$ cat src/rtl/sd_pkg.sv
// rtl/sd_pkg.sv - shared constants and state encoding for the SD data block receiver
package sd_pkg;

    localparam logic [15:0] CRC16_POLY = 16'h1021;
    localparam int          CRC_LEN    = 16;

    localparam logic        BUS_1BIT   = 1'b0;
    localparam logic        BUS_4BIT   = 1'b1;

    typedef enum logic [2:0] {
        S_IDLE,
        S_WAIT_START,
        S_DATA,
        S_CRC,
        S_END
    } rx_state_t;

endpackage

$ cat src/rtl/sd_crc16.sv
// rtl/sd_crc16.sv - serial CRC16 (x^16+x^12+x^5+1, init 0), one bit per enabled clk
module sd_crc16
    import sd_pkg::*;
(
    input  logic        clk,
    input  logic        reset,
    input  logic        clear,
    input  logic        enable,
    input  logic        bit_in,
    output logic [15:0] crc
);

    logic feedback;

    assign feedback = bit_in ^ crc[15];

    always_ff @(posedge clk or posedge reset) begin
        if (reset) begin
            crc <= '0;
        end else if (clear) begin
            crc <= '0;
        end else if (enable) begin
            crc <= {crc[14:0], 1'b0} ^ (feedback ? CRC16_POLY : 16'h0000);
        end
    end

endmodule

$ cat src/rtl/sd_data_block_rx.sv
// rtl/sd_data_block_rx.sv - SD DAT-line block receiver with per-line CRC16 check and byte FIFO
module sd_data_block_rx
    import sd_pkg::*;
#(
    parameter int DATA_LINES      = 4,
    parameter int MAX_BLOCK_BYTES = 512,
    parameter int FIFO_DEPTH      = 16,
    parameter int TIMEOUT_W       = 20
) (
    input  logic                  clk,
    input  logic                  reset,
    input  logic                  sd_clk_rise,
    input  logic [DATA_LINES-1:0] dat_in,
    input  logic                  wide_bus,
    input  logic                  start,
    input  logic [9:0]            block_len,
    input  logic [TIMEOUT_W-1:0]  timeout,
    output logic                  busy,
    output logic                  done,
    output logic                  crc_err,
    output logic                  timeout_err,
    output logic                  overflow_err,
    output logic                  clk_stop_req,
    output logic [7:0]            byte_data,
    output logic                  byte_valid,
    input  logic                  byte_ready
);

    localparam int               PTR_W   = $clog2(FIFO_DEPTH);
    localparam int               CNT_W   = PTR_W + 1;
    localparam logic [CNT_W-1:0] DEPTH_C = CNT_W'(FIFO_DEPTH);
    localparam logic [9:0]       MAX_LEN = 10'(MAX_BLOCK_BYTES);

    rx_state_t state, state_nxt;
    logic start_acc, done_set, timeout_set, crc_set;

    logic                 wide_q, wide_mode;
    logic [9:0]           len_q;
    logic [TIMEOUT_W-1:0] timeout_q, to_cnt, to_cnt_inc;
    logic                 to_hit;
    logic [2:0]           bit_cnt;
    logic [9:0]           byte_cnt;
    logic [3:0]           crc_cnt;
    logic [6:0]           shift_q;
    logic [7:0]           shift_nxt;
    logic                 byte_last;
    logic                 push_pend;
    logic [7:0]           push_data;

    logic [3:0]  dat4, line_used, line_bad;
    logic [15:0] crc_calc [4];
    logic [15:0] crc_rx   [4];
    logic        crc_en;

    logic [7:0]       mem [FIFO_DEPTH];
    logic [PTR_W-1:0] wr_ptr, rd_ptr;
    logic [CNT_W-1:0] fifo_cnt, fifo_cnt_nxt;
    logic             full, pop, push_ok, drop;

    // Absent lines read as idle-high so the rest of the logic is width independent.
    always_comb begin
        dat4                   = 4'hF;
        dat4[DATA_LINES-1:0]   = dat_in;
    end

    assign wide_mode  = (wide_q == BUS_4BIT);
    assign line_used  = wide_mode ? 4'hF : 4'h1;
    assign byte_last  = wide_mode ? bit_cnt[0] : (bit_cnt == 3'd7);
    assign shift_nxt  = wide_mode ? {shift_q[3:0], dat4} : {shift_q[6:0], dat4[0]};
    assign to_cnt_inc = to_cnt + 1'b1;
    assign to_hit     = (to_cnt_inc == timeout_q);
    assign crc_en     = (state == S_DATA) && sd_clk_rise;
    assign busy       = (state != S_IDLE);

    always_comb begin
        line_bad = '0;
        for (int i = 0; i < 4; i++) begin
            line_bad[i] = line_used[i] && ((crc_rx[i] != crc_calc[i]) || !dat4[i]);
        end
    end

    for (genvar i = 0; i < 4; i++) begin : g_line
        if (i < DATA_LINES) begin : g_crc
            sd_crc16 u_crc16 (
                .clk    (clk),
                .reset  (reset),
                .clear  (start_acc),
                .enable (crc_en && line_used[i]),
                .bit_in (dat4[i]),
                .crc    (crc_calc[i])
            );
        end else begin : g_none
            assign crc_calc[i] = '0;
        end
    end

    always_ff @(posedge clk or posedge reset) begin
        if (reset) begin
            state <= S_IDLE;
        end else begin
            state <= state_nxt;
        end
    end

    always_comb begin
        state_nxt   = state;
        start_acc   = 1'b0;
        done_set    = 1'b0;
        timeout_set = 1'b0;
        crc_set     = 1'b0;
        case (state)
            S_IDLE: begin
                if (start) begin
                    start_acc = 1'b1;
                    state_nxt = S_WAIT_START;
                end
            end
            S_WAIT_START: begin
                if (sd_clk_rise) begin
                    if (!dat4[0]) begin
                        state_nxt = S_DATA;
                    end else if (to_hit) begin
                        timeout_set = 1'b1;
                        done_set    = 1'b1;
                        state_nxt   = S_IDLE;
                    end
                end
            end
            S_DATA: begin
                if (sd_clk_rise && byte_last && (byte_cnt == len_q - 10'd1)) begin
                    state_nxt = S_CRC;
                end
            end
            S_CRC: begin
                if (sd_clk_rise && (crc_cnt == 4'(CRC_LEN - 1))) begin
                    state_nxt = S_END;
                end
            end
            S_END: begin
                if (sd_clk_rise) begin
                    crc_set   = |line_bad;
                    done_set  = 1'b1;
                    state_nxt = S_IDLE;
                end
            end
            default: state_nxt = S_IDLE;
        endcase
    end

    always_ff @(posedge clk or posedge reset) begin
        if (reset) begin
            wide_q    <= BUS_1BIT;
            len_q     <= '0;
            timeout_q <= '0;
            to_cnt    <= '0;
            bit_cnt   <= '0;
            byte_cnt  <= '0;
            crc_cnt   <= '0;
            shift_q   <= '0;
            push_pend <= 1'b0;
            push_data <= '0;
            for (int i = 0; i < 4; i++) begin
                crc_rx[i] <= '0;
            end
        end else begin
            push_pend <= 1'b0;
            if (start_acc) begin
                wide_q    <= (DATA_LINES == 4) ? wide_bus : BUS_1BIT;
                len_q     <= (block_len == 10'd0) ? MAX_LEN : block_len;
                timeout_q <= timeout;
                to_cnt    <= '0;
                bit_cnt   <= '0;
                byte_cnt  <= '0;
                crc_cnt   <= '0;
            end
            if (sd_clk_rise) begin
                case (state)
                    S_WAIT_START: to_cnt <= to_cnt_inc;
                    S_DATA: begin
                        shift_q <= shift_nxt[6:0];
                        if (byte_last) begin
                            bit_cnt   <= '0;
                            byte_cnt  <= byte_cnt + 10'd1;
                            push_pend <= 1'b1;
                            push_data <= shift_nxt;
                        end else begin
                            bit_cnt <= bit_cnt + 3'd1;
                        end
                    end
                    S_CRC: begin
                        crc_cnt <= crc_cnt + 4'd1;
                        for (int i = 0; i < 4; i++) begin
                            crc_rx[i] <= {crc_rx[i][14:0], dat4[i]};
                        end
                    end
                    default: ;
                endcase
            end
        end
    end

    // A push into a full FIFO still lands when the head is popped in the same clk.
    assign byte_valid   = (fifo_cnt != '0);
    assign byte_data    = byte_valid ? mem[rd_ptr] : 8'h00;
    assign full         = (fifo_cnt == DEPTH_C);
    assign pop          = byte_valid && byte_ready;
    assign push_ok      = push_pend && (!full || pop);
    assign drop         = push_pend && full && !pop;
    assign fifo_cnt_nxt = fifo_cnt + CNT_W'(push_ok) - CNT_W'(pop);

    always_ff @(posedge clk) begin
        if (push_ok) begin
            mem[wr_ptr] <= push_data;
        end
    end

    always_ff @(posedge clk or posedge reset) begin
        if (reset) begin
            wr_ptr       <= '0;
            rd_ptr       <= '0;
            fifo_cnt     <= '0;
            clk_stop_req <= 1'b0;
        end else begin
            if (push_ok) begin
                wr_ptr <= wr_ptr + 1'b1;
            end
            if (pop) begin
                rd_ptr <= rd_ptr + 1'b1;
            end
            fifo_cnt     <= fifo_cnt_nxt;
            clk_stop_req <= (state_nxt == S_DATA) && ((DEPTH_C - fifo_cnt_nxt) < CNT_W'(2));
        end
    end

    always_ff @(posedge clk or posedge reset) begin
        if (reset) begin
            done         <= 1'b0;
            crc_err      <= 1'b0;
            timeout_err  <= 1'b0;
            overflow_err <= 1'b0;
        end else begin
            done <= done_set;
            if (start_acc) begin
                crc_err      <= 1'b0;
                timeout_err  <= 1'b0;
                overflow_err <= 1'b0;
            end else begin
                if (crc_set) begin
                    crc_err <= 1'b1;
                end
                if (timeout_set) begin
                    timeout_err <= 1'b1;
                end
                if (drop) begin
                    overflow_err <= 1'b1;
                end
            end
        end
    end

endmodule

$ cat config.mk
export PLATFORM = sky130hd
export DESIGN_NAME = sd_data_block_rx
export DESIGN_NICKNAME = d
export VERILOG_FILES = /design/src/rtl/sd_pkg.sv /design/src/rtl/sd_crc16.sv /design/src/rtl/sd_data_block_rx.sv
export SDC_FILE = /design/constraint.sdc
export NUM_CORES = 1
export LEC_CHECK = 0
export ABC_AREA = 1
export CAP_MARGIN = 20
export CORE_AREA = 2 2 150 211
export CTS_CLUSTER_SIZE = 8
export DETAILED_ROUTE_END_ITERATION = 16
export DIE_AREA = 0 0 152 213
export PLACE_DENSITY = 0.72
export SLEW_MARGIN = 20
export SYNTH_ARGS = -nofsm -noshare
export SYNTH_HDL_FRONTEND = slang
export SYNTH_HIERARCHICAL = 1
export SYNTH_SLANG_ARGS = --single-unit
$ cat constraint.sdc
create_clock -name clk -period 7.55 [get_ports clk]
set_input_delay 1.51 -clock clk [delete_from_list [all_inputs] [get_ports clk]]
set_output_delay 1.51 -clock clk [all_outputs]
set_load 0.03 [all_outputs]
==> results.yml, run 1 <==
run_status:
  status: "finished, final reports clean"
synth:
  postSynthNetCount: 1816
  yosysWarningCount: 6
  synthFlopType: "dfrtp_1"
  avgSynthCellArea_um2: 9.46
  synth.distinct_cells: 45
  synth_edf_count: 128
  ys_seq_area_share_pct: 58.2
  ys_ff_latch: 361
  synthesis.area_um2: 16600
  synthCells: 1757
  async_reset_ff_share_pct: 64.5
clocking:
  cts_root_buffer: "clkbuf_16"
  cts_tree: "done"
  cts.clk_slew.worst_paths_ns: 0.05
  cts_setup_buffers: 0
  insertion_delay_ns: 0.59
  cts_resized: 0
  cts.path.max_buffers: 3
  htree_levels: 2
  cts_sinks: 361
  cts_buffers: 51
  holdBufCountCts: 0
global_routing:
  first_global_vias: 12800
  overflow: 0
  use_met2_pct: 43.5
  grt_max_degree: 74
  grt_pass1_wl_um: 62100
  grt_usage_pct: 23.6
  grt_use_met3_pct: 4.12
  antenna_found_initial: 0
  grt-busiest-layer: "met2"
  met1_usage_pct: 27.2
floorplan:
  initial_core_util_pct: 54.5
  die_h_um: 213
  die_x_um: 152
  core-area_um2: 30500
  die-area_um2: 32400
  rows: 76
  ios: 55
timing:
  fin_tns_setup_ns: 0
  slew-limit-headroom_pct: 29.3
  finalCriticalPeriod_ns: 4.91
  grt_setup_unrepaired: "false"
  hold_violations: 0
  max_freq_mhz: 204
  fin_worst_skew_ns: 0.0282
  worstMarginPinSlew_ns: 1.06
  final_max_slew_viol_count: 0
  finalSetupViolCount: 0
  finalCritPeriodShare_pct: 65.1
drt:
  first_pass_iters: 5
  routed_wl_um: 37500
  vias_per_cell: 5.55
  vias: 12400
  drcViolationCount: 0
  post_drt_wl_per_cell_um: 16.8
  drt_iter0_drc: 700
  ant_nets: 0
layout:
  multi_input_area_um2: 5980
  fillCellCount: 2505
  antenna_cells: 0
  syn2layout_area_growth_pct: 14.2
  ff_latch_area_um2: 9670
  final_nets: 1879
  drive_gt1_share_pct: 6.95
critical_path:
  critPathKind: "flop to output pin"
  critPathLaunchType: "flop"
  arrival_ns: 3.40
  crit_path_cell_trace: "inv_1 > o21ai_0 > o221ai_1 > nand3_1 > a21oi_1 > clkdlybuf4s50_1"
  critPathMaxFanout: 33
  crit_required_ns: 6.04
  cpPeakStageDelay_ns: 0.76
  end_kind: "output pin"
  slowest_stage: "inv_1"
power_and_ir_drop:
  ir_drop_v: 0.000226
  power_density_nw_per_um2: 383
  leakage_uw: 0.00815
  power_uw: 7270
worst_hold_path:
  hp-class: "flop to flop"
placed_design:
  dp_hpwl_um: 24800
  placement.io_buffers: 54
  gp_congestion: 0.838
flow_run:
  maxCapViolCount: 0
==> cell usage after synthesis (2+ instances only) <==
library cell    n  area [µm²]
nor2_4         10         113
o21ai_0       200        1000
clkbuf_1       49         184
edfxtp_1      128        3840
nor2_1        169         634
nor3_1         18        90.1
nor2_2          5        31.3
buf_1           2        7.51
mux2_2          4        45.0
inv_1         185         694
o221ai_1       24         210
nand2_2         6        37.5
xnor2_1        19         166
or2_2          11        68.8
xnor3_1         2        45.0
buf_2           4        20.0
nor2_8          4        80.1
o22ai_1        48         300
nand3_1       112         561
inv_2           6        22.5
inv_4           8        50.1
dfrtp_1       233        5830
nand2_1       340        1280
o21ai_1         5        25.0
clkinv_1        2        7.51
a32o_1          2        20.0
nand2_4         2        22.5
nand3b_1        7        52.6
xor2_1         57         499
ha_1           18         225
nand4_1        18         113
nor4_1          5        31.3
a21oi_1        42         210
==> power by group <==
group	leakage, µW	internal (µW)	switching [µW]
registers	0.00419	2530	425
clock network	0.000689	1240	835
logic	0.00327	812	1430
total	0.00815	4580	2690
==> flip-flops by register name (all words and copies together) (netlist names) <==
| signal | cells |
|---|---|
| overflow_err | 1 |
| rd_ptr | 4 |
| mem | 128 |
| fifo_cnt | 5 |
| state | 3 |
| bit_cnt | 3 |
| crc_err | 1 |
| wide_mode | 1 |
| to_cnt | 20 |
| clk_stop_req | 1 |
| len_q | 10 |
| shift_q | 7 |
| wr_ptr | 4 |
| timeout_q | 20 |
| g_line.g_crc.u_crc16/crc | 64 |
| byte_cnt | 10 |
| crc_cnt | 4 |
| timeout_err | 1 |
| push_data | 8 |
| push_pend | 1 |
| crc_rx | 64 |
| done | 1 |
==> cells in the final DEF, fill, tap and decap left out, types with 3 or more instances in the layout <==
master           Yosys  routed
o22ai_1             48      48
or2_2               11      11
xor2_1              57      57
nor2_8               4       4
a21oi_1             42      42
xnor2_1             19      19
inv_2                6       7
nand2_4              2       3
dfrtp_1            233     233
nand3_1            112     112
nor2_2               5       5
inv_4                8       8
edfxtp_1           128     128
inv_1              185     184
mux2_2               4       4
nor2_1             169     168
clkbuf_16            0      51
nand4_1             18      18
nand2_1            340     339
nand3b_1             7       7
nor2_4              10      11
nand2_2              6       6
nor4_1               5       5
nor3_1              18      18
o221ai_1            24      24
clkdlybuf4s50_1      0      54
clkbuf_1            49      20
buf_4                0      11
ha_1                18      18
o21ai_0            200     200
o21ai_1              5       5
==> stage by stage <==
step	instances	instance area [µm²]	hold WS (ns)	worst slack [ns]	utilization (%)
3_5_place_dp	2157	17500	0.475	3.19	57.5
2_1_floorplan	1757	16600	0.442	1.46	-
6_report	2232	19000	0.483	2.64	62.2
5_1_grt	2232	19000	0.518	2.54	62.2
3_3_place_gp	2157	17500	0.468	3.08	57.5
4_1_cts	2232	19000	0.487	2.65	62.2
==> path summary, 6_finish.rpt <==
kind | to | cells after the start | slack, ns | from
min in group asynchronous | g_line[2].g_crc.u_crc16/crc[8]$_DFFE_PP0P_ | 2 | 1.69 | reset
max in group asynchronous | crc_cnt[2]$_DFF_PP0_ | 3 | 4.61 | reset
min reg2reg | crc_rx[55]$_DFFE_PP0P_ | 2 | 0.48 | crc_rx[55]$_DFFE_PP0P_
min | crc_rx[55]$_DFFE_PP0P_ | 2 | 0.48 | crc_rx[55]$_DFFE_PP0P_
max | byte_data[7] | 6 | 2.64 | rd_ptr[1]$_DFFE_PP0N_
max reg2reg | clk_stop_req$_DFF_PP0_ | 21 | 3.81 | fifo_cnt[2]$_DFF_PP0_
==> cells by family after synthesis <==
kind of cell	Yosys count	share of synthesized area, %
adder cells (fa/ha/maj)	19	1.48
AO/OA/AOI/OAI	329	11.0
buffers and inverters	256	5.93
AND/OR/NAND/NOR	710	18.9
XOR/XNOR	78	4.27
flip-flops	361	58.2
multiplexers	4	0.271
==> worst max-delay path: cells and delay by family, from the launching register on <==
| family | cells | cell delay (ns) |
|---|---|---|
| buffers and inverters | 2 | 1.48 |
| flip-flops | 1 | 0.37 |
| AO/OA/AOI/OAI | 3 | 0.79 |
| AND/OR/NAND/NOR | 1 | 0.18 |
==> area by class of cell <==
class / instances / area share [%]
Clock buffer: 71 / 7.12
Tap cell: 390 / 2.57
Multi-Input combinational cell: 1140 / 31.5
Timing Repair Buffer: 65 / 3.28
Clock inverter: 4 / 0.468
Inverter: 201 / 4.11
Sequential cell: 361 / 51.0
==> per-layer routing <==
metal  vias up  wire length [µm]
li1       5987                 -
met2       331             19600
met5         -                 0
met1      5985             14800
met4         0              1210
met3        91              1890
Note: power is estimated with default switching activity, not from simulation.
==> run 2: changes to the inputs <==
Settings changed: PLACE_DENSITY 0.72 to 0.75.
Clock period 7.55 ns to 4.25 ns, I/O delays scaled along.
==> run 2 against run 1 <==
Compared with the run above: sequential power grew 77%; setup slack lost 2.3 ns; largest cell class unchanged; clock-buffer cell count grew 1; worst hold slack gained 0.0018 ns; first-iteration DRC count grew 27%; critical path depth grew 1; global-route usage shrank 0.46 points; cell count grew 0.40%.
==> results.yml, run 2 (synthesized netlist as in run 1, its figures left out) <==
layout:
  syn2layout_area_growth_pct: 14.6
  antenna_cells: 0
  layout_common_cells: "339 x nand2_1, 233 x dfrtp_1, 200 x o21ai_0"
  final_nets: 1887
  multi_input_area_um2: 5980
  regMostFlops: "mem"
  top_regs: "mem (128), crc_rx (64), g_line.g_crc.u_crc16/crc (64)"
  fillCellCount: 2472
  largest_reg_flops: 128
  ff_latch_area_um2: 9670
  final_common_cell: "nand2_1"
  drive_gt1_share_pct: 7.40
  fin_area_um2: 19100
  stdcell_count: 2241
worst_hold_path:
  hold_depth: 2
  hp-class: "flop to flop"
clocking:
  holdBufCountCts: 0
  insertion_delay_ns: 0.57
  cts_sinks: 361
  cts_resized: 0
  cts.path.max_buffers: 3
  cts_root_buffer: "clkbuf_16"
  cts.clk_slew.worst_paths_ns: 0.05
  cts_tree: "done"
  cts_buffers: 51
  cts_setup_buffers: 0
  htree_levels: 2
critical_path:
  arrival_ns: 3.05
  reg2regPathDepth: 21
  critPathMaxFanout: 17
  critPathKind: "flop to output pin"
  critPathLaunchType: "flop"
  crit_required_ns: 3.40
  end_kind: "output pin"
drt:
  vias_per_cell: 5.55
  drt_iter0_drc: 886
  first_pass_iters: 5
  post_drt_wl_per_cell_um: 16.4
  wl_met3_um: 1570
  routed_wl_um: 36900
  maxUsedRoutingLayer: "met4"
  drcViolationCount: 0
  ant_nets: 0
  drt-met1-wl_um: 14500
  vias: 12400
  routed-wl-met2_um: 19200
placed_design:
  dp_cells: 2165
  gp_congestion: 0.836
  dp_hpwl_um: 24700
  place_area_um2: 17600
  placement.io_buffers: 54
run_status:
  status: "finished, final reports clean"
floorplan:
  die_x_um: 152
  ios: 55
  die-area_um2: 32400
  core-area_um2: 30500
  die_h_um: 213
  rows: 76
  initial_core_util_pct: 54.5
global_routing:
  grt_usage_pct: 23.2
  grt_pass1_wl_um: 61100
  first_global_vias: 12800
  overflow: 0
  antenna_found_initial: 0
  grt_max_degree: 105
timing:
  finalCritPeriodShare_pct: 91.8
  worstMarginPinSlew_ns: 0.940
  slew-limit-headroom_pct: 37.3
  fin_tns_setup_ns: 0
  max_freq_mhz: 256
  finalCriticalPeriod_ns: 3.90
  fin_worst_skew_ns: 0.0201
  grt_setup_unrepaired: "false"
  hold_violations: 0
  finalSetupViolCount: 0
  final_max_slew_viol_count: 0
power_and_ir_drop:
  ir_drop_v: 0.000439
  leakage_uw: 0.00819
  power_density_nw_per_um2: 678
flow_run:
  maxCapViolCount: 0
## run 2: cell count changes in the layout (fill, tap and decap cells not counted)
cell	delta
nand3_1	-1
buf_12	+3
nor2_4	-1
nor2_2	+1
buf_4	+5
nand3_2	+1
clkinvlp_4	+1
inv_16	+1
clkbuf_1	+1
clkinv_16	-2
## run 2: worst paths after layout
| check | start | end | slack, ns |
|---|---|---|---|
| max | rd_ptr[1]$_DFFE_PP0N_ | byte_data[4] | 0.35 |
| min | crc_rx[35]$_DFFE_PP0P_ | crc_rx[35]$_DFFE_PP0P_ | 0.49 |
| max reg2reg | fifo_cnt[3]$_DFF_PP0_ | clk_stop_req$_DFF_PP0_ | 0.64 |
| max in group asynchronous | reset | len_q[6]$_DFFE_PP0P_ | 2.37 |
| min reg2reg | crc_rx[35]$_DFFE_PP0P_ | crc_rx[35]$_DFFE_PP0P_ | 0.49 |
| min in group asynchronous | reset | g_line[2].g_crc.u_crc16/crc[6]$_DFFE_PP0P_ | 0.93 |
## run 2: per-layer routing
metal | global-route usage (%) | vias to the layer above
met2 | 42.4 | 314
met4 | 10.9 | 0
met5 | 0 | -
met1 | 26.9 | 6006
met3 | 3.31 | 98
li1 | - | 6018
## run 2: cell type report
class	instances	share of cell area, %
Inverter	201	4.08
Timing Repair Buffer	73	3.78
Sequential cell	361	50.8
Multi-Input combinational cell	1140	31.4
Clock inverter	4	0.302
Clock buffer	72	7.11
Tap cell	390	2.56
## run 2: where the power goes
| part | leakage (µW) | internal, µW | total (µW) | switching [µW] |
|---|---|---|---|---|
| clock network | 0.000682 | 2190 | 3630 | 1450 |
| logic | 0.00332 | 1480 | 4050 | 2570 |
| registers | 0.00419 | 4500 | 5240 | 740 |
## run 2: per-stage QoR
| stage | util (%) | hold WS (ns) | setup WS [ns] | power, µW |
|---|---|---|---|---|
| 6_report | 62.4 | 0.485 | 0.347 | 12900 |
| 5_1_grt | 62.4 | 0.506 | 0.152 | 13800 |
| 4_1_cts | 62.4 | 0.491 | 0.329 | 13000 |
| 3_5_place_dp | 57.8 | 0.477 | 0.611 | 9310 |
| 3_3_place_gp | 57.8 | 0.460 | 0.694 | 9140 |
| 2_1_floorplan | - | 0.442 | 1.00 | 8000 |
## run 2: worst max-delay path, cell delays in order (launching register included)
cell and delay (ns):
dfrtp_1 0.37, inv_1 0.42, buf_4 0.33, o21ai_0 0.12, o221ai_1 0.23, nand3_1 0.11
a21oi_1 0.21, clkdlybuf4s50_1 0.70
==> run 3: changes to the inputs <==
Settings changed: CTS_CLUSTER_SIZE 8 to 16.
==> run 3 against run 2 <==
Compared with the run above: power down 4.0%; clock-buffer cell count is 21 lower; first-iteration DRC count is 5.9% lower; sequential power hardly changed; cell count decreased by 0.58%; worst hold slack gained 0.0011 ns.
==> results.yml, run 3 (synthesized netlist as in run 1, its figures left out) <==
run_status:
  status: "finished, final reports clean"
layout:
  antenna_cells: 0
  fin_area_um2: 18800
  layout_common_cells: "339 x nand2_1, 233 x dfrtp_1, 200 x o21ai_0"
  top_regs: "mem (128), crc_rx (64), g_line.g_crc.u_crc16/crc (64)"
  final_nets: 1871
  stdcell_count: 2228
  final_common_cell: "nand2_1"
  syn2layout_area_growth_pct: 13.0
  largest_reg_flops: 128
  drive_gt1_share_pct: 7.24
  regMostFlops: "mem"
placed_design:
  dp_hpwl_um: 24700
  placement.io_buffers: 54
  pre_cts_slack_ns: 0.611
  place_area_um2: 17600
  dp_cells: 2165
  gp_congestion: 0.836
global_routing:
  overflow: 0
  grt_max_degree: 105
  first_global_vias: 12500
  grt_pass1_wl_um: 60300
  antenna_found_initial: 0
  grt_usage_pct: 22.8
floorplan:
  rows: 76
  initial_core_util_pct: 54.5
  core-area_um2: 30500
  die_h_um: 213
  die-area_um2: 32400
  ios: 55
  die_x_um: 152
timing:
  setup_slack_ns: 0.355
  fin_worst_skew_ns: 0.0247
  fin_tns_setup_ns: 0
  slew-limit-headroom_pct: 37.8
  finalCriticalPeriod_ns: 3.89
  max_freq_mhz: 257
  worstMarginPinSlew_ns: 0.934
  grt_setup_unrepaired: "false"
  final_max_slew_viol_count: 0
  hold_violations: 0
  finalCritPeriodShare_pct: 91.6
  finalSetupViolCount: 0
drt:
  post_drt_wl_per_cell_um: 16.3
  routed_wl_um: 36200
  first_pass_iters: 6
  drt_iter0_drc: 834
  vias: 12400
  vias_per_cell: 5.55
  ant_nets: 0
  drcViolationCount: 0
clocking:
  cts_buffers: 35
  cts.path.max_buffers: 3
  cts_root_buffer: "clkbuf_16"
  cts_setup_buffers: 0
  cts_resized: 0
  cts_tree: "done"
  insertion_delay_ns: 0.53
  holdBufCountCts: 0
  cts.clk_slew.worst_paths_ns: 0.06
  cts_sinks: 361
  htree_levels: 2
power_and_ir_drop:
  leakage_uw: 0.00807
  power_density_nw_per_um2: 660
  ir_drop_v: 0.000372
critical_path:
  rrSetupSlack_ns: 0.65
  critPathMaxFanout: 17
  crit_required_ns: 3.40
  critPathKind: "flop to output pin"
  arrival_ns: 3.04
  end_kind: "output pin"
  critPathLaunchType: "flop"
flow_run:
  maxCapViolCount: 0
worst_hold_path:
  hp-class: "flop to flop"
## run 3: cell count changes in the layout (fill, tap and decap cells not counted), sizes merged
cell      before  now
clkbuf        72   51
clkinv         2    7
bufinv         0    3
clkinvlp       1    2
inv          202  201
## run 3: metal layers
layer	vias up	wire, µm	track usage [%]
li1	5990	-	-
met1	6006	14300	26.7
met2	298	19100	42.3
met3	73	1640	3.23
met4	0	1210	8.93
met5	-	0	0
## run 3: where the power goes
part / switching [µW] / total, µW / internal, µW / leakage [µW]
sequential: 742 / 5230 / 4490 / 0.00419
combinational: 2570 / 4050 / 1480 / 0.00332
clock: 1310 / 3130 / 1830 / 0.000561
total: 4620 / 12400 / 7790 / 0.00807
## run 3: final timing paths
path / start / endpoint / depth (start not counted)
max: rd_ptr[1]$_DFFE_PP0N_ / byte_data[4] / 7
min: shift_q[6]$_DFFE_PP0P_ / shift_q[6]$_DFFE_PP0P_ / 2
max reg2reg: fifo_cnt[3]$_DFF_PP0_ / clk_stop_req$_DFF_PP0_ / 21
min reg2reg: shift_q[6]$_DFFE_PP0P_ / shift_q[6]$_DFFE_PP0P_ / 2
max in group asynchronous: reset / crc_rx[35]$_DFFE_PP0P_ / 3
min in group asynchronous: reset / g_line[2].g_crc.u_crc16/crc[5]$_DFFE_PP0P_ / 2
## run 3: worst max-delay path, cell delays in order (launching register included)
cell             delay, ns
dfrtp_1               0.37
inv_1                 0.43
buf_4                 0.33
o21ai_0               0.12
o221ai_1              0.24
nand3_1               0.11
a21oi_1               0.22
clkdlybuf4s50_1       0.70
## run 3: final cells by class
| type | count | area [µm²] |
|---|---|---|
| Clock buffer | 51 | 997 |
| Clock inverter | 12 | 155 |
| Fill cell | 2530 | 11700 |
| Inverter | 201 | 778 |
| Multi-Input combinational cell | 1140 | 5980 |
| Sequential cell | 361 | 9670 |
| Tap cell | 390 | 488 |
| Timing Repair Buffer | 73 | 721 |
## run 3: metrics by stage
step / util [%] / total power, µW / hold WS [ns]
floorplan: - / 8000 / 0.442
global placement: 57.8 / 9140 / 0.460
detailed placement: 57.8 / 9310 / 0.477
CTS: 61.6 / 12500 / 0.491
global route: 61.6 / 13200 / 0.507
finish: 61.6 / 12400 / 0.486
